### src/rtl/gol_grid_engine.sv
// -----------------------------------------------------------------------------
// gol_grid_engine
//   ROWS x COLS Game-of-Life array. Every cell is updated in parallel once per
//   generation. The grid is loaded row-serially. Birth/survive rules are
//   programmable. Generations are advanced either by a single-step pulse or by
//   a free-run level. The block reports a generation counter, a registered
//   population count, and stable/extinct status.
//
//   Optional feature macro: GOL_TORUS_EN
//     defined   : toroidal grid (edges wrap around)
//     undefined : dead border (cells beyond the edges count as 0)
//
// Ports
//   clk, rst_n          clock, asynchronous active-low reset
//   load_start          pulse: begin (or restart) a row-serial load at row 0
//   load_valid/load_row row data for the current row pointer; bit c = column c
//   load_ready          high while in LOAD
//   step_req            pulse: compute one generation
//   run                 level: compute one generation every cycle
//   halt_on_stable      free-run stops advancing once stable is set
//   birth_mask          bit n: dead cell with n live neighbours is born
//   survive_mask        bit n: live cell with n live neighbours survives
//   grid                cell (r,c) at bit r*COLS+c
//   gen_count           generations since last load (saturating)
//   alive_count         popcount of grid (registered alongside grid)
//   step_done           1-cycle pulse in the cycle a new generation appears
//   stable              the last generation produced no change
//   extinct             alive_count == 0
//   o_dbg_state         current FSM state (0 = IDLE, 1 = LOAD)
//
// Handshake: a load row is accepted on any rising edge where the block is in
//   LOAD (load_ready=1) and load_valid=1, unless load_start is also high at
//   that edge; load_start then takes priority and rewinds the row pointer.
// -----------------------------------------------------------------------------
module gol_grid_engine #(
    parameter int ROWS  = 8,
    parameter int COLS  = 8,
    parameter int GEN_W = 16
) (
    input  logic                             clk,
    input  logic                             rst_n,
    input  logic                             load_start,
    input  logic                             load_valid,
    input  logic [COLS-1:0]                  load_row,
    output logic                             load_ready,
    input  logic                             step_req,
    input  logic                             run,
    input  logic                             halt_on_stable,
    input  logic [8:0]                       birth_mask,
    input  logic [8:0]                       survive_mask,
    output logic [ROWS*COLS-1:0]             grid,
    output logic [GEN_W-1:0]                 gen_count,
    output logic [$clog2(ROWS*COLS+1)-1:0]   alive_count,
    output logic                             step_done,
    output logic                             stable,
    output logic                             extinct,
    output logic                             o_dbg_state
);

    localparam int N   = ROWS * COLS;
    localparam int AW  = $clog2(N + 1);
    localparam int RPW = $clog2(ROWS);

    typedef enum logic {
        S_IDLE = 1'b0,
        S_LOAD = 1'b1
    } state_t;

    state_t           r_state, w_state_d;
    logic [RPW-1:0]   r_row_ptr, w_ptr_d;
    logic [N-1:0]     r_grid, w_grid_d, w_next, w_load_grid;
    logic [GEN_W-1:0] r_gen;
    logic [AW-1:0]    r_alive;
    logic             r_step_done, r_stable, r_extinct;
    logic             w_do_step, w_load_done;
    logic [AW-1:0]    w_psum [0:N];

    // Next-generation compute: one neighbour counter and rule lookup per cell.
    // Neighbour indices are elaboration-time constants; in the dead-border build
    // out-of-grid neighbours are forced to 0 instead of wrapping.
    for (genvar r = 0; r < ROWS; r++) begin : g_row
        for (genvar c = 0; c < COLS; c++) begin : g_col
            localparam int RU = (r == 0)      ? ROWS - 1 : r - 1;
            localparam int RD = (r == ROWS-1) ? 0        : r + 1;
            localparam int CL = (c == 0)      ? COLS - 1 : c - 1;
            localparam int CR = (c == COLS-1) ? 0        : c + 1;
`ifdef GOL_TORUS_EN
            localparam bit VU = 1'b1;
            localparam bit VD = 1'b1;
            localparam bit VL = 1'b1;
            localparam bit VR = 1'b1;
`else
            localparam bit VU = (r != 0);
            localparam bit VD = (r != ROWS-1);
            localparam bit VL = (c != 0);
            localparam bit VR = (c != COLS-1);
`endif
            logic [7:0] w_nb;
            logic [3:0] w_n;
            assign w_nb[0] = (VU && VL) ? r_grid[RU*COLS+CL] : 1'b0;
            assign w_nb[1] =  VU        ? r_grid[RU*COLS+c]  : 1'b0;
            assign w_nb[2] = (VU && VR) ? r_grid[RU*COLS+CR] : 1'b0;
            assign w_nb[3] =  VL        ? r_grid[r*COLS+CL]  : 1'b0;
            assign w_nb[4] =  VR        ? r_grid[r*COLS+CR]  : 1'b0;
            assign w_nb[5] = (VD && VL) ? r_grid[RD*COLS+CL] : 1'b0;
            assign w_nb[6] =  VD        ? r_grid[RD*COLS+c]  : 1'b0;
            assign w_nb[7] = (VD && VR) ? r_grid[RD*COLS+CR] : 1'b0;
            assign w_n = {3'b000, w_nb[0]} + {3'b000, w_nb[1]} + {3'b000, w_nb[2]}
                       + {3'b000, w_nb[3]} + {3'b000, w_nb[4]} + {3'b000, w_nb[5]}
                       + {3'b000, w_nb[6]} + {3'b000, w_nb[7]};
            assign w_next[r*COLS+c] = r_grid[r*COLS+c] ? survive_mask[w_n] : birth_mask[w_n];

            // Grid image with the row at the load pointer replaced by load_row.
            if (c == 0) begin : g_load
                assign w_load_grid[r*COLS +: COLS] =
                    (r_row_ptr == RPW'(r)) ? load_row : r_grid[r*COLS +: COLS];
            end
        end
    end

    // Population count of the value about to be registered into the grid.
    assign w_psum[0] = '0;
    for (genvar i = 0; i < N; i++) begin : g_pop
        assign w_psum[i+1] = w_psum[i] + AW'(w_grid_d[i]);
    end

    always_comb begin
        w_state_d   = r_state;
        w_ptr_d     = r_row_ptr;
        w_grid_d    = r_grid;
        w_do_step   = 1'b0;
        w_load_done = 1'b0;
        case (r_state)
            S_IDLE: begin
                if (load_start) begin
                    w_state_d = S_LOAD;
                    w_ptr_d   = '0;
                end else if (step_req || (run && !(halt_on_stable && r_stable))) begin
                    w_do_step = 1'b1;
                    w_grid_d  = w_next;
                end
            end
            S_LOAD: begin
                if (load_start) begin
                    w_ptr_d = '0;
                end else if (load_valid) begin
                    w_grid_d = w_load_grid;
                    if (r_row_ptr == RPW'(ROWS - 1)) begin
                        w_state_d   = S_IDLE;
                        w_ptr_d     = '0;
                        w_load_done = 1'b1;
                    end else begin
                        w_ptr_d = r_row_ptr + RPW'(1);
                    end
                end
            end
            default: begin
                w_state_d = S_IDLE;
                w_ptr_d   = '0;
            end
        endcase
    end

    always_ff @(posedge clk or negedge rst_n) begin
        if (!rst_n) begin
            r_state     <= S_IDLE;
            r_row_ptr   <= '0;
            r_grid      <= '0;
            r_gen       <= '0;
            r_alive     <= '0;
            r_step_done <= 1'b0;
            r_stable    <= 1'b0;
            r_extinct   <= 1'b1;
        end else begin
            r_state     <= w_state_d;
            r_row_ptr   <= w_ptr_d;
            r_grid      <= w_grid_d;
            r_step_done <= w_do_step;
            if (w_do_step) begin
                if (r_gen != '1) begin
                    r_gen <= r_gen + GEN_W'(1);
                end
                r_stable  <= (w_next == r_grid);
                r_alive   <= w_psum[N];
                r_extinct <= (w_psum[N] == '0);
            end else if (w_load_done) begin
                r_gen     <= '0;
                r_stable  <= 1'b0;
                r_alive   <= w_psum[N];
                r_extinct <= (w_psum[N] == '0);
            end
        end
    end

    assign load_ready  = (r_state == S_LOAD);
    assign grid        = r_grid;
    assign gen_count   = r_gen;
    assign alive_count = r_alive;
    assign step_done   = r_step_done;
    assign stable      = r_stable;
    assign extinct     = r_extinct;
    assign o_dbg_state = r_state;

endmodule

### config.mk
export PLATFORM = sky130hd
export DESIGN_NAME = gol_grid_engine
export DESIGN_NICKNAME = d
export VERILOG_FILES = /design/src/rtl/gol_grid_engine.sv
export SDC_FILE = /design/constraint.sdc
export NUM_CORES = 1
export LEC_CHECK = 0
export ABC_CLOCK_PERIOD_IN_PS = 23900
export CAP_MARGIN = 5
export CORE_ASPECT_RATIO = 1.1
export CORE_MARGIN = 2
export CORE_UTILIZATION = 45
export CTS_CLUSTER_DIAMETER = 100
export DETAILED_ROUTE_END_ITERATION = 7
export PLACE_DENSITY_LB_ADDON = 0.1
export SLEW_MARGIN = 15
export SYNTH_ARGS = -nofsm -noshare
export SYNTH_HDL_FRONTEND = slang
export SYNTH_SLANG_ARGS = --single-unit
### constraint.sdc
create_clock -name clk -period 23.9 [get_ports clk]
set_input_delay 4.78 -clock clk [delete_from_list [all_inputs] [get_ports clk]]
set_output_delay 4.78 -clock clk [all_outputs]
set_load 0.01 [all_outputs]
=== Word level (Yosys, flattened, before mapping) ===
Cells that the tools add are included.

* Add/subtract/negate cells: 414
* Divide/modulo/power cells: 0
* Order comparisons: 64
* Shift operators: 0
* Equality and inequality tests: 12
* Reduce and logical (&&, ||, !) cells: 9
* Bitwise logic cells: 1
* Multipliers: 0
* Muxes and demuxes: 359

{| class="wikitable"
|+ Operator list
! kind !! number
|-
| $add 4x1->4 || 181
|-
| $bmux 1 s4 || 128
|-
| $add 7x1->7 || 57
|-
| $lt 4x5->1 const B || 61
|-
| $mux 64 || 4
|-
| $add 3x1->4 || 55
|-
| $mux 1 || 207
|-
| $add 2x1->3 || 58
|-
| $pmux 64 s2 || 1
|-
| $add 1x1->2 || 58
|-
| $eq 64x64->1 || 1
|-
| $mux 8 || 8
|-
| $mux 16 || 3
|-
| $add 16x1->16 const B || 1
|-
| $ne 16x16->1 const B || 1
|-
| $lt 3x5->1 const B || 3
|-
| $mux 7 || 2
|-
| $eq 3x3->1 const B || 4
|-
| $mux 3 || 4
|-
| $add 6x1->7 || 1
|-
| $logic_not 7->1 || 1
|-
| $add 5x1->6 || 1
|-
| $eq 3x2->1 const B || 2
|-
| $pmux 3 s2 || 1
|-
| other kinds (14) || 16
|}

* Bits in writable memories: 0
* Register bits after elaboration: 94
* Bits of input ports: 33
* Bits in latches: 0
* Memory bits (read-only): 0
* Word-level logic and storage cells: 867
* Output and inout port bits: 92
* Memories kept: 0

=== Logic depth before layout (Yosys ltp) ===
Gate-level depths: netlist of run 1.

* Depth in word-level cells: 79
* Depth in mapped cells: 39
* Gate-level depth less buffers: 39

=== Worst setup path after synthesis of run 1 ===
OpenSTA, ideal clock, no wires.

* Path kind: input port to flip-flop
* Start: input port survive_mask[1]
* End: register r_extinct (netlist: extinct)
* Buffers on the path: 3
* Stages on the path: 33
* Required time: 23.795 ns
* Slack: 11.742 ns
* Data arrival time: 12.053 ns
* Setup time: 0.105 ns
* Cells stage by stage: clkbuf_1 -> clkbuf_1 -> clkbuf_1 -> mux4_2 -> mux2i_1 -> nor2_1 -> a21oi_1 -> and2_1 -> o221a_2 -> a21oi_1 -> fa_1 -> inv_1 -> fa_1 -> inv_1 -> fa_1 -> inv_1 -> fa_1 -> inv_1 -> fa_1 -> fa_1 -> inv_1 -> fa_1 -> fa_1 -> inv_1 -> ha_1 -> inv_1 -> fa_1 -> inv_1 -> a21o_1 -> a21oi_1 -> o21bai_1 -> a21o_1 -> o41ai_1

* Elaborated cells between the ends (all ways): 261
* Those cells by class: add/sub (63); mux (197); reduce/logical (1)

{| class="wikitable"
|+ RTL lines
! element !! line !! source
|-
| start: declaration || 50 || <nowiki>input logic [8:0] survive_mask,</nowiki>
|-
| $bmux 1 s4 * || 111 || <nowiki>assign w_next[r*COLS+c] = r_grid[r*COLS+c] ? survive_mask[w_n] : birth_mask[w_n];</nowiki>
|-
| $mux 1 (implied by the code) * || 111 ||
|-
| $mux 1 * || 111 ||
|-
| $mux 64 * || 138 || <nowiki>end else if (step_req || (run && !(halt_on_stable && r_stable))) begin</nowiki>
|-
| $mux 64 * || 135 || <nowiki>if (load_start) begin</nowiki>
|-
| $pmux 64 s2 * || 133 || <nowiki>case (r_state)</nowiki>
|-
| via w_grid_d[53] || 71 || <nowiki>logic [N-1:0] r_grid, w_grid_d, w_next, w_load_grid;</nowiki>
|-
| $add 7x1->7 * (11 in a row) || 124 || <nowiki>assign w_psum[i+1] = w_psum[i] + AW'(w_grid_d[i]);</nowiki>
|-
| $logic_not 7->1 * || 185, 190 ||
|-
| $mux 1 || 186 || <nowiki>end else if (w_load_done) begin</nowiki>
|-
| $mux 1 * || 179 || <nowiki>if (w_do_step) begin</nowiki>
|-
| end signal: assignment || 185 || <nowiki>r_extinct <= (w_psum[N] == '0);</nowiki>
|-
| end signal: assignment || 190 || <nowiki>r_extinct <= (w_psum[N] == '0);</nowiki>
|-
| end: declaration || 74 || <nowiki>logic r_step_done, r_stable, r_extinct;</nowiki>
|}

Mark *: on every way through the listed nets, which the timed path passes. The rest lies on a longest branch. The select of a mux whose other input is x is not followed.
A chain may end at the register's enable or synchronous reset.

=== Worst setup path in the final report of run 1 ===
* Start: input port birth_mask[0]
* End: register r_extinct (netlist: extinct)

* Word-level cells in the longest chain between the ends: 72
* Elaborated cells between the ends (all ways): 261
* Those cells by class: add/sub (63); mux (197); reduce/logical (1)

{| class="wikitable"
|+ Ends and longest elaborated chain
! element !! line !! source
|-
| start: declaration || 49 || <nowiki>input logic [8:0] birth_mask,</nowiki>
|-
| $bmux 1 s4 || 111 ||
|-
| $mux 1 (implied by the code) || 111 ||
|-
| $mux 1 || 111 ||
|-
| $mux 64 * || 138 ||
|-
| $mux 64 * || 135 ||
|-
| $pmux 64 s2 * || 133 ||
|-
| $add 1x1->2 || 124 ||
|-
| $add 2x1->3 || 124 ||
|-
| $add 3x1->4 || 124 ||
|-
| $add 4x1->5 || 124 ||
|-
| $add 5x1->6 || 124 ||
|-
| $add 6x1->7 || 124 ||
|-
| $add 7x1->7 (56 in a row) || 124 ||
|-
| $add 7x1->7 * || 124 ||
|-
| $logic_not 7->1 * || 185, 190 ||
|-
| $mux 1 || 186 ||
|-
| $mux 1 * || 179 ||
|}

Mark *: on every way between the ends. The rest lies on a longest branch, timed or not. The select of a mux whose other input is x is not followed.

==> impl_metrics.json, run 1 <==
{
  "clock-sinks": 94,
  "crit_path_end_kind": "flop",
  "synth_most_common_cell": "inv_1",
  "path_common_cell": "fa_1",
  "timing.final.crit_share_pct": 55.6,
  "track_usage_pct": 36.5,
  "clock_latency_ns": 0.38,
  "clockBufferDepth": 2,
  "overflow": 0,
  "dp_hpwl_mm": 71.4,
  "rr_worst_depth": 39,
  "whs_ns": 0.489,
  "critical_path_arrival_ns": 13.57,
  "crit_type": "in2reg",
  "hold_depth": 2,
  "slowest_stage": "o21ai_0",
  "hold_viol": 0,
  "drc": 0,
  "syn_inst": 2316,
  "yosys.area.top_type": "mux4_2",
  "ys_seq_area_share_pct": 9.88,
  "initial_utilization_pct": 45.5,
  "antenna_found_initial": 2,
  "regArea_um2": 2350,
  "min_to": "extinct$_DFFE_PN1P_",
  "die_w_um": 223,
  "layout.nets": 2772,
  "syn_avg_cell_area_um2": 10.3,
  "cts_setup_buffers": 0,
  "hold_start": "extinct$_DFFE_PN1P_",
  "dp_worst_setup_slack_ns": 10.48,
  "vias": 21000,
  "synth.distinct_cells": 81,
  "cpPeakStageDelay_ns": 0.80,
  "utilization_pct": 49.4,
  "cts_tree": "yes",
  "yosys_warnings": 0,
  "synth_top_cells_by_area": "mux4_2 22%, fa_1 21%, dfrtp_1 9.8%",
  "grt_pass1_vias": 21400,
  "holdCritPathClass": "reg2reg",
  "critPathMaxFanout": 30,
  "status": "finished clean",
  "wirelength_mm": 98.6,
  "synth_seq_cells": 94,
  "cts-buffers-inserted": 9,
  "clock.fmax_mhz": 75.2,
  "fillers": 4824,
  "grt_max_degree": 87,
  "drive_above_1_share_pct": 16.3,
  "r2r_end": "extinct$_DFFE_PN1P_",
  "cts_root_buf": "clkbuf_16",
  "core_area_um2": 52400,
  "r2r-start": "grid[45]$_DFF_PN0_",
  "cp-start-kind": "input port",
  "synth_top_family_by_area": "multiplexers",
  "synth_edf_count": 0,
  "setup_viol": 0,
  "gp_congestion": 0.972,
  "skew_ns": 0.0132,
  "synth-main-ff-cell": "dfrtp_1",
  "async_flop_share_pct": 100,
  "synth_common_cells": "354 x inv_1, 250 x fa_1, 238 x mux4_2",
  "multi_input_area_um2": 19500,
  "synth_compound_area_share_pct": 9.79,
  "wl_per_cell_um": 32.7,
  "relSlewSlack_pct": 15.9,
  "slew_viol_final": 0,
  "finalSetupTns_ns": 0,
  "rsz0062_at_grt": "no",
  "portBuffers": 124,
  "synth_mux_area_share_pct": 31.5,
  "cts_resized": 0,
  "setup_ws_ns": 10.60,
  "worst_pin_slew_ns": 1.25,
  "clkSlewWorstSetupHoldPaths_ns": 0.07,
  "dr.pass1.iters": 5,
  "die_h_um": 245,
  "dieArea_um2": 54800,
  "synthAdderAreaFrac_pct": 29.2,
  "h-tree-depth": 3,
  "cap_viol_max_count": 0,
  "synthesis.nets": 2756,
  "yosys.area_share.xor_xnor_pct": 2.02,
  "ant_nets": 0,
  "syn_area_um2": 23800,
  "synth.top_cell.area_share_pct": 22.5,
  "ioPinCount": 125,
  "reg2reg_setup_slack_ns": 12.42,
  "routed_via_density": 6.97,
  "crit_required_ns": 24.17,
  "cts_hold_buf": 0,
  "layout_min_cycle_time_ns": 13.30,
  "drtIter0Drc": 2575,
  "fp-row-count": 88,
  "grt_pass1_wl_mm": 146,
  "syn2layout_area_growth_pct": 8.60,
  "synth_simple_gate_area_share_pct": 9.10
}
-- state kept, by name, summed over array words and instances, names as in the netlist --
signal       cells
grid            64
gen_count       16
alive_count      7
r_row_ptr        3
extinct          1
load_ready       1
stable           1
step_done        1
-- worst max path at each step --
| stage | start | end | slack (ns) | depth (start not counted) |
|---|---|---|---|---|
| after floorplan | survive_mask[1] | extinct$_DFFE_PN1P_ | 11.74 | 33 |
| after global placement | birth_mask[0] | extinct$_DFFE_PN1P_ | 10.52 | 31 |
| after detailed placement | birth_mask[0] | extinct$_DFFE_PN1P_ | 10.48 | 31 |
| after CTS | birth_mask[0] | extinct$_DFFE_PN1P_ | 10.84 | 31 |
| after global routing | birth_mask[0] | extinct$_DFFE_PN1P_ | 10.37 | 31 |
| final | birth_mask[0] | extinct$_DFFE_PN1P_ | 10.60 | 31 |
-- kinds of logic after synthesis --
family                   count (synthesis)
buffers and inverters                  528
adder cells (fa/ha/maj)                407
AND/OR/NAND/NOR                        429
AO/OA/AOI/OAI                          361
XOR/XNOR                                55
flip-flops                              94
multiplexers                           442
-- critical path, delay by kind of cell --
family,cells,cell delay (ns)
adder cells (fa/ha/maj),10,4.48
AO/OA/AOI/OAI,5,1.74
buffers and inverters,10,1.62
multiplexers,2,0.39
AND/OR/NAND/NOR,3,0.37
XOR/XNOR,1,0.11
-- area by class of cell --
type | count | area share, %
antenna | 1 | 0.00967
clock buffer | 10 | 0.885
clock inverter | 6 | 0.271
inverter | 356 | 5.16
multi-input combinational | 1694 | 75.2
sequential | 94 | 9.10
tap | 675 | 3.26
timing repair buffer | 177 | 6.07
-- placed cells by master, fill, tap and decap left out, types with 53 or more instances in the layout --
master / count
a21oi_1: 69
nand3_1: 61
mux4_2: 238
o21ai_0: 103
inv_1: 354
nand2_1: 109
ha_1: 157
mux2i_1: 165
clkdlybuf4s50_1: 106
fa_1: 250
nor2_1: 88
dfrtp_1: 92
buf_4: 53
-- per-layer routing --
metal  track usage, %  part of all wire [%]
met5                0                     0
met4             19.3                   6.4
met3             7.93                    11
met2             56.4                    45
met1             48.2                    37
-- stage by stage --
stage,instance area [um2],std cells
after CTS,25800,3011
final,25900,3013
after global routing,25900,3012
after floorplan,23800,2316
after detailed placement,25500,2995
after global placement,25500,2995
Power of run 1 is left out: the tool's default activity adds up to more than one toggle a clock period on the data nets, which glitch-free logic cannot reach.
==> inputs of run 2 (changes only) <==
- ABC_CLOCK_PERIOD_IN_PS: 23900 -> 13000
- clock period: 23.9 -> 13 ns (I/O delays scaled with it)
==> run 2 against run 1 <==
Via count up 0.69%; setup slack lost 8.8 ns; count of clock-buffer cells in the layout increased by 1; sequential share of layout area down 0.067 points; critical path depth grew 4; flip-flop and latch count unchanged; routed wire length increased by 2.4%; hold slack lost 0.0051 ns; clock skew is 0.0022 ns higher; core utilization increased by 0.37 points.
==> impl_metrics.json, run 2 (synthesis results as in run 1) <==
{
  "relSlewSlack_pct": 28.4,
  "antenna_found_initial": 4,
  "grt_max_degree": 67,
  "clock-sinks": 94,
  "crit_required_ns": 13.27,
  "die_w_um": 223,
  "cts_root_buf": "clkbuf_16",
  "dieArea_um2": 54800,
  "ant_nets": 0,
  "cts-buffers-inserted": 9,
  "critPathMaxFanout": 10,
  "cts_hold_buf": 0,
  "drive_above_1_share_pct": 16.9,
  "holdCritPathClass": "reg2reg",
  "layout.nets": 2790,
  "core_area_um2": 52400,
  "layout_min_cycle_time_ns": 11.19,
  "crit_type": "reg2reg",
  "worst-path-buf-inv": 8,
  "cts_resized": 0,
  "clock_latency_ns": 0.37,
  "cts_setup_buffers": 0,
  "worst_pin_slew_ns": 1.06,
  "reg2reg_setup_slack_ns": 1.81,
  "r2r-start": "grid[13]$_DFF_PN0_",
  "grt_pass1_vias": 21300,
  "cp_top_family": "adder cells",
  "cts_tree": "yes",
  "dp_hpwl_mm": 75.6,
  "hold_start": "extinct$_DFFE_PN1P_",
  "fp-row-count": 88,
  "r2r_end": "extinct$_DFFE_PN1P_",
  "cpPeakStageDelay_ns": 0.92,
  "ioPinCount": 125,
  "clockBufferDepth": 2,
  "routed_via_density": 6.97,
  "wirelength_mm": 101,
  "path_common_cell": "fa_1",
  "layout_commonest_cell": "inv_1",
  "cap_viol_max_count": 0,
  "clkSlewWorstSetupHoldPaths_ns": 0.08,
  "crit_path_end_kind": "flop",
  "final_cell_area_um2": 26100,
  "vias": 21200,
  "mostFrequentLayoutCells": "354 x inv_1, 250 x fa_1, 238 x mux4_2",
  "dpl_cell_area_um2": 25800,
  "min_to": "extinct$_DFFE_PN1P_",
  "gp_congestion": 0.990,
  "dr.pass1.iters": 5,
  "slew_viol_final": 0,
  "grt_pass1_wl_mm": 149,
  "h-tree-depth": 3,
  "setup_viol": 0,
  "skew_ns": 0.0153,
  "portBuffers": 124,
  "setup_ws_ns": 1.81,
  "rsz0062_at_grt": "no",
  "wl_per_cell_um": 33.3,
  "largest_reg_flops": 64,
  "rr_worst_depth": 35,
  "status": "finished clean",
  "drc": 0,
  "hold_viol": 0,
  "critical_path_arrival_ns": 11.47,
  "initial_utilization_pct": 45.5,
  "syn2layout_area_growth_pct": 9.40,
  "hold_depth": 2,
  "cp-start-kind": "flop",
  "overflow": 0,
  "utilization_pct": 49.7,
  "finalSetupTns_ns": 0,
  "drtIter0Drc": 2317,
  "dp_worst_setup_slack_ns": 1.81,
  "track_usage_pct": 37.4,
  "slowest_stage": "dfrtp_1",
  "clock.fmax_mhz": 89.3,
  "timing.final.crit_share_pct": 86.1,
  "die_h_um": 245
}
[run 2: worst max path at each step]
stage / startpoint / end / slack, ns / cells past startpoint
6_report: grid[13]$_DFF_PN0_ / extinct$_DFFE_PN1P_ / 1.81 / 35
3_3_place_gp: halt_on_stable / extinct$_DFFE_PN1P_ / 1.88 / 30
5_1_grt: grid[10]$_DFF_PN0_ / extinct$_DFFE_PN1P_ / 1.30 / 34
3_5_place_dp: run / extinct$_DFFE_PN1P_ / 1.81 / 30
2_1_floorplan: survive_mask[1] / extinct$_DFFE_PN1P_ / 3.02 / 33
4_1_cts: grid[10]$_DFF_PN0_ / extinct$_DFFE_PN1P_ / 1.91 / 35
[run 2: metrics by stage]
step                      cells  hold WS [ns]
final                      3033         0.484
after detailed placement   3014         0.478
after floorplan            2316         0.473
after global placement     3014         0.473
after global routing       3030         0.515
after CTS                  3030         0.489
[run 2: area by class of cell]
type	count	area (um2)
Clock inverter	5	65.1
Clock buffer	11	243
Fill cell	4819	26300
Antenna cell	3	7.51
Sequential cell	94	2350
Inverter	356	1340
Tap cell	675	845
Multi-Input combinational cell	1694	19500
Timing Repair Buffer	195	1750
[run 2: tightest hold or removal path: stages (launching register included)]
cell and delay, ns:
dfstp_2 0.38, nand2_1 0.05, o41ai_1 0.06
[run 2: layer usage]
metal / track usage, % / vias up / part of all wire (%)
met3: 7.05 / 334 / 11
met2: 57.5 / 1539 / 45
met5: 0 / - / 0.023
met4: 19.1 / 4 / 5.9
li1: - / 8435 / -
met1: 50.7 / 10800 / 38
Power of run 2 is left out for the same reason.
